[config.mk]
export PLATFORM = sky130hd
export DESIGN_NAME = dac_volt_out
export DESIGN_NICKNAME = d
export VERILOG_FILES = /design/src/rtl/dac_volt_out.sv
export SDC_FILE = /design/constraint.sdc
export NUM_CORES = 1
export LEC_CHECK = 0
export CORE_MARGIN = 2
export CORE_UTILIZATION = 50
export CTS_BUF_LIST = sky130_fd_sc_hd__clkbuf_8
export DETAILED_ROUTE_END_ITERATION = 7
export DONT_BUFFER_PORTS = 1
export GPL_TIMING_DRIVEN = 0
export PLACE_DENSITY = 0.72
export SLEW_MARGIN = 20
export SYNTH_ARGS = -nofsm -noshare
export SYNTH_HDL_FRONTEND = slang
export SYNTH_SLANG_ARGS = --single-unit
export TNS_END_PERCENT = 5
[constraint.sdc]
create_clock -name sys_clk -period 4.8 [get_ports sys_clk]
set_clock_uncertainty 0.15 [all_clocks]
set_input_delay 0.48 -clock sys_clk [delete_from_list [all_inputs] [get_ports sys_clk]]
set_output_delay 0.48 -clock sys_clk [all_outputs]
set_load 0.02 [all_outputs]
[src/rtl/dac_volt_out.sv]
// dac_volt_out: mV setpoint -> 8-bit DAC code via a serial divider,
// slewed onto a parallel DAC clocked by a divided sample clock.
module dac_volt_out #(
   parameter int CLK_DIV   = 4,
   parameter int VREF_MV   = 5000,
   parameter int SLEW_STEP = 1
) (
   input  logic        sys_clk,
   input  logic        sys_rst,
   input  logic [12:0] volt_mv,
   input  logic        volt_vld,
   output logic        volt_rdy,
   output logic        busy,
   output logic        ovr,
   output logic        da_clk,
   output logic [7:0]  da_data
);
   localparam int CW = $clog2(CLK_DIV);
   localparam logic [CW-1:0] CNT_MAX  = CW'(CLK_DIV - 1);
   localparam logic [CW-1:0] CNT_HALF = CW'(CLK_DIV / 2);
   localparam logic [12:0]   VREF     = 13'(VREF_MV);
   localparam logic [20:0]   HALF_REF = 21'(VREF_MV / 2);
   localparam logic [7:0]    STEP     = 8'(SLEW_STEP);

   typedef enum logic [1:0] {IDLE, CONV, RAMP} state_t;

   state_t        state, state_nxt;
   logic [CW-1:0] cnt, cnt_nxt;
   logic          tick;
   logic          accept;
   logic          over;
   logic [12:0]   v_clamp;
   logic [20:0]   num_init;
   logic [20:0]   num, num_nxt;
   logic [12:0]   rem, rem_nxt;
   logic [13:0]   trial;
   logic          q_bit;
   logic [4:0]    bit_cnt;
   logic [7:0]    target;
   logic          go_up;
   logic [7:0]    diff, step_amt, da_nxt;

   assign tick     = (cnt == CNT_MAX);
   assign cnt_nxt  = tick ? '0 : cnt + 1'b1;
   assign volt_rdy = (state == IDLE);
   assign busy     = ~volt_rdy;
   assign accept   = volt_rdy & volt_vld;
   assign over     = (volt_mv > VREF);
   assign v_clamp  = over ? VREF : volt_mv;
   // v*255 + VREF/2 cannot exceed 21 bits because v is clamped to VREF
   assign num_init = 21'(v_clamp) * 21'd255 + HALF_REF;

   // one restoring-division step: shift numerator MSB into remainder
   assign trial   = {rem, num[20]};
   assign q_bit   = (trial >= {1'b0, VREF});
   assign rem_nxt = q_bit ? 13'(trial - {1'b0, VREF}) : trial[12:0];
   assign num_nxt = {num[19:0], q_bit};

   // bounded step toward target, clipped so it never overshoots
   always_comb begin
      go_up    = (da_data < target);
      diff     = go_up ? target - da_data : da_data - target;
      step_amt = (diff < STEP) ? diff : STEP;
      da_nxt   = go_up ? da_data + step_amt : da_data - step_amt;
   end

   // next-state logic
   always_comb begin
      state_nxt = state;
      unique case (state)
         IDLE:    if (volt_vld) state_nxt = CONV;
         CONV:    if (bit_cnt == 5'd20) state_nxt = RAMP;
         RAMP:    if (da_data == target) state_nxt = IDLE;
         default: state_nxt = IDLE;
      endcase
   end

   // state register
   always_ff @(posedge sys_clk or posedge sys_rst) begin
      if (sys_rst) state <= IDLE;
      else         state <= state_nxt;
   end

   // sample clock: da_clk tracks cnt>=CLK_DIV/2, so it falls on tick
   always_ff @(posedge sys_clk or posedge sys_rst) begin
      if (sys_rst) begin
         cnt    <= '0;
         da_clk <= 1'b0;
      end else begin
         cnt    <= cnt_nxt;
         da_clk <= (cnt_nxt >= CNT_HALF);
      end
   end

   // divider, target capture, overrange pulse and DAC code slewing
   always_ff @(posedge sys_clk or posedge sys_rst) begin
      if (sys_rst) begin
         num     <= '0;
         rem     <= '0;
         bit_cnt <= '0;
         target  <= '0;
         ovr     <= 1'b0;
         da_data <= '0;
      end else begin
         ovr <= accept & over;
         if (accept) begin
            num     <= num_init;
            rem     <= '0;
            bit_cnt <= '0;
         end
         if (state == CONV) begin
            num     <= num_nxt;
            rem     <= rem_nxt;
            bit_cnt <= bit_cnt + 5'd1;
            if (bit_cnt == 5'd20) target <= num_nxt[7:0];
         end
         if (state == RAMP && tick && da_data != target)
            da_data <= da_nxt;
      end
   end

endmodule
# Yosys cells after proc, flatten, opt, wreduce, memory -nomap -nowiden
# Cells that the tools add are included.
# totals
in_bits	16
output_inout_bits	12
word_cells	57
ff_bits	61
# op_classes
bitwise_logic	3
n_eq_ne	9
mux	16
n_reduce_logical	6
multipliers	1
n_lt_le_gt_ge	5
addsub	8
# ops
operator	n
$mux 13	4
$mux 21	2
$mux 8	3
$sub 8x8->8	3
$add 21x12->21 const B	1
$mul 13x8->21 const B	1
$ge 14x13->1 const B	1
$gt 13x13->1 const B	1
$sub 13x13->13 const B	1
$mux 5	2
$add 8x8->8	1
$eq 8x8->1	1
$lt 8x1->1 const B	1
$lt 8x8->1	1
$mux 2	4
$ne 8x8->1	1
$ne 2x2->1 const B	3
$pmux 2 s3	1
$add 5x1->5 const B	1
$eq 5x5->1 const B	1
$eq 2x2->1 const B	2
$reduce_and 3->1	1
$add 2x1->2 const B	1
$and 1x1->1	2
7 further kinds	8

# Longest topological paths before layout
# logic_depth
ltp_word	6
mapped_depth	25
mapped_depth_nobuf	24

# Worst setup path before layout
# OpenSTA, ideal clock, no wires.
# synth_timing
path_type	input -> register
startpoint	input port volt_mv[0]
endpoint	register num[17]
t_required_ps	4515
arrival_time_ps	5528
stages	21
setup_time_ps	135
slack_ps	-1013
path_buffers	1
path_cell_list	o31ai_1 a21oi_1 o31ai_1 clkbuf_1 nand2b_1 fa_1 inv_1 fa_1 inv_1 fa_1 inv_1 fa_1 inv_1 ha_1 or3_1 o21ai_1 o21ai_0 o21a_1 a21oi_1 xor2_1 o21ai_0
# synth_via
elab_chain_len	6
# synth_rtl
element	line_no	text
start, declared	10	input logic [12:0] volt_mv,
$gt 13x13->1	48	assign over = (volt_mv > VREF);
$mux 13 (*)	49	assign v_clamp = over ? VREF : volt_mv;
$mul 13x8->21 (*)	51	assign num_init = 21'(v_clamp) * 21'd255 + HALF_REF;
$add 21x12->21 (*)	51	
$mux 21 (*)	106	if (accept) begin
$mux 21 (*)	111	if (state == CONV) begin
end signal, assigned	107	num <= num_init;
end signal, assigned	112	num <= num_nxt;
end, declared	34	logic [20:0] num, num_nxt;
# Every way passes the cells marked *; elsewhere a longest branch is shown, timed or not. The select of a mux whose other input is x is not followed.
# A chain may end at the register's enable or synchronous reset.

# Worst setup path in the final report
# layout_timing
startpoint	input port volt_mv[0]
endpoint	register num[19]
# The elaborated chain is that of the path after synthesis.

==> metrics.md <==
| Metric | Value |
|---|---|
| Outcome | finished with violations |
| Violated checks | setup timing |
| GRT overflow | 0 |
| CP required | 4.92 ns |
| R2R depth | 22 |
| Area leader, netlist | dfrtp_1 |
| Pin count of the biggest net entering global routing | 39 |
| Reg2reg setup slack | -0.09 ns |
| Clk sinks | 60 |
| Boundary pin count | 28 |
| Synth Area in Compound Gates | 0.161 |
| Worst setup startpoint | volt_mv[0] |
| Row count | 40 |
| Slew @ Worst Pin | 0.529 ns |
| GP Congestion | 0.884 |
| N_diodes | 0 |
| CTS H-tree depth | 3 |
| CP max stage delay | 0.57 ns |
| Port bufs | 0 |
| Die width | 116 µm |
| Root Buffer | clkbuf_8 |
| # nets final | 872 |
| Synthesized-area fraction occupied by adder cells | 0.323 |
| Placed instance area | 6660 µm² |
| Critical Path Slowest Stage Cell | fa_2 |
| Crit start category | input pin |
| Synth Area in Simple Gates | 0.123 |
| RSZ-0062 raised after global routing | true |
| HP Class | input pin to register |
| Largest family of logic cells by synthesized area | adder cells |
| Worst setup EP type | register |
| Hold worst-path end | state[0]$_DFFE_PP0P_ |
| CTS Buf Count | 9 |
| Most common cell in the synthesized netlist | inv_1 |
| Core Util, Final | 0.586 |
| Area share of the largest cell type after synthesis | 0.239 |
| Slew margin rel. | 0.648 |
| Worst R2R End | da_data[7]$_DFFE_PP0P_ |
| Max_cap viols | 0 |
| Fin. max-slew vios | 0 |
| Initial Util | 0.517 |
| Via/cell ratio | 5.38 |
| Layout area overhead | 13.2% |
| Commonest cells in the netlist | inv_1 (137), ha_1 (76), dfrtp_1 (60) |
| Crit-path max FO | 8 |
| Initial antenna violation count | 0 |
| Syn nets | 846 |
| Fin. Hold Viols | 0 |
| DRT Pass-1 Iters | 5 |
| Dpl hpwl | 10.8 mm |
| Area contributors post-synth | dfrtp_1 (24%), fa_1 (17%), ha_1 (15%) |
| Arrival @ worst endpoint | 5.41 ns |
| Hold Path Depth | 2 |
| Critical path class | input pin to register |
| Multiplexer share of the synthesized area | 0.00676 |
| WL/cell | 14.9 µm |
| TritonCTS clock tree | built |
| Crit-path cells | o31ai_4 > a21oi_2 > o31ai_4 > buf_8 > nand2b_4 > fa_2 > inv_2 > fa_1 > inv_1 > fa_1 > inv_1 > fa_1 > inv_2 > ha_4 > o21ai_0 > nor2_1 > o21ai_4 > o21ai_2 > o21ai_1 > o21ai_1 > mux2_2 > o21ai_1 |
| Syn. warnings | 0 |
| Reg clk slew, reported paths | 0.07 ns |
| Fin crit share | 1.10 |
| Routed Wire Length | 13.4 mm |
| Clock buffer depth | 2 |
| Total number of vias | 4833 |
| Worst skew pair latency | 0.34 ns |
| Hold Crit Start | volt_vld |
| Share of cells above drive strength 1 | 0.157 |
| Post-DRT Antenna Nets | 0 |
| CORE AREA | 12200 µm² |
| Post-Synth XOR/XNOR Area | 0.0501 |
| Avg Cell Area, Syn | 8.99 µm² |
| Post-synth EDFFs | 0 |
| Synth cell types | 67 |
| Synth Register Bits | 60 |
| Area occupied by multi-input gates | 4460 µm² |
| Sequential fraction of the synthesis area | 0.239 |
| Synthesized instance count | 700 |
| Reg area | 1510 µm² |
| Number of fill cells | 1063 |
| Total Die Area | 13500 µm² |
| Chip height | 116 µm |
| Global Route Usage Sum | 0.214 |
| Vias in the first global route | 5053 |
| Initial DRC count | 204 |
| Fmax | 0.189 GHz |
| Reg-to-Reg Start | da_data[1]$_DFFE_PP0P_ |
| Mapped cell area | 6290 µm² |
| Tmin final | 5.30 ns |
| Setup violators final | 11 |
| Design area | 7120 µm² |
| Worst setup margin | -0.496 ns |
| Async SR Flop Fraction | 1.00 |
| DRC | 0 |
| Global-route wire length before repair | 22.8 mm |
| Post-synth top flop | dfrtp_1 |
[flip-flops by register name, summed over array words and instances (netlist names)]
signal and count:
ovr 1, num 21, target 8, rem 13, da_data 8, cnt 2
state 2, bit_cnt 5
[worst max-delay path, delay by kind of cell]
kind	cells	cell delay, ns
AOI/OAI and AO/OA	9	1.50
muxes	1	0.35
and+or+nand+nor	2	0.34
buffers and inverters	5	0.41
adders and majority gates	5	2.35
[repair_timing]
action                                  in CTS  in global routing
pin swaps                                   20                 19
hold endpoints to repair                    22                  0
endpoints found under the setup margin      16                 16
hold buffers                                 1                  0
resized for setup                           23                 26
setup buffers                               12                  1
[stage by stage]
stage | hold WS (ns) | setup TNS [ns] | instances | setup slack (ns)
global placement | 0.261 | -13.34 | 868 | -1.19
finish | 0.166 | -3.06 | 899 | -0.496
detailed placement | 0.180 | -15.30 | 869 | -1.36
global route | 0.147 | -5.66 | 899 | -0.711
floorplan | 0.251 | -3.41 | 700 | -0.477
CTS | 0.154 | -3.13 | 898 | -0.448
[per-layer routing]
layer  vias up  share of wire  track usage  wire length [µm]
met3        26          0.022       0.0275               298
met1      2373           0.42        0.258              5630
met4         0          0.026       0.0762               352
met5         -              0            0                 0
met2        71           0.53        0.392              7080
li1       2363              -            -                 -
[cell type report]
| cell class | instances | share of cell area |
|---|---|---|
| clock buffer | 9 | 0.0174 |
| buffer | 21 | 0.0148 |
| multi-input combinational | 482 | 0.627 |
| sequential | 60 | 0.212 |
| inverter | 137 | 0.0729 |
| timing repair buffer | 15 | 0.0184 |
| clock inverter | 7 | 0.00843 |
| tap | 168 | 0.0295 |
[cells by family (layout without fill, tap and decap cells)]
group,Yosys count,after routing
multiplexers,4,4
flip-flops,60,60
buffers and inverters,158,189
adder cells (fa/ha/maj),130,130
AND/OR/NAND/NOR,159,159
other,1,1
AO/OA/AOI/OAI,152,152
XOR/XNOR,36,36
[cells in the final DEF, fill, tap and decap left out, drive strengths merged, types with 3 or more instances in the layout]
| master | Yosys | routed |
|---|---|---|
| clkinv | 0 | 3 |
| o211ai | 5 | 5 |
| inv | 137 | 139 |
| dfrtp | 60 | 60 |
| o21a | 4 | 4 |
| xnor2 | 21 | 21 |
| and3 | 5 | 5 |
| or3 | 7 | 7 |
| fa | 54 | 54 |
| and2 | 4 | 4 |
| a211oi | 5 | 5 |
| ha | 76 | 76 |
| nand4 | 6 | 6 |
| buf | 5 | 20 |
| o22ai | 4 | 4 |
| a21o | 12 | 12 |
| clkbuf | 16 | 24 |
| nand3 | 19 | 19 |
| nor3 | 11 | 11 |
| a22oi | 12 | 12 |
| o31ai | 7 | 7 |
| nor2 | 36 | 36 |
| nor2b | 5 | 5 |
| xor2 | 15 | 15 |
| nand2 | 48 | 48 |
| a21oi | 26 | 26 |
| nand2b | 7 | 7 |
| o21ai | 56 | 56 |
[how the worst max path moves through the flow]
stage                               end  slack, ns  depth (start not counted)
detailed placement  num[20]$_DFFE_PP0P_      -1.36                         24
global route        num[20]$_DFFE_PP0P_      -0.71                         23
CTS                 num[20]$_DFFE_PP0P_      -0.45                         23
floorplan           num[18]$_DFFE_PP0P_      -0.48                         21
finish              num[19]$_DFFE_PP0P_      -0.50                         22
global placement    num[20]$_DFFE_PP0P_      -1.19                         24
Power is not shown: default switching activity piles up to over one toggle a cycle in this logic, so the estimate is an artifact.
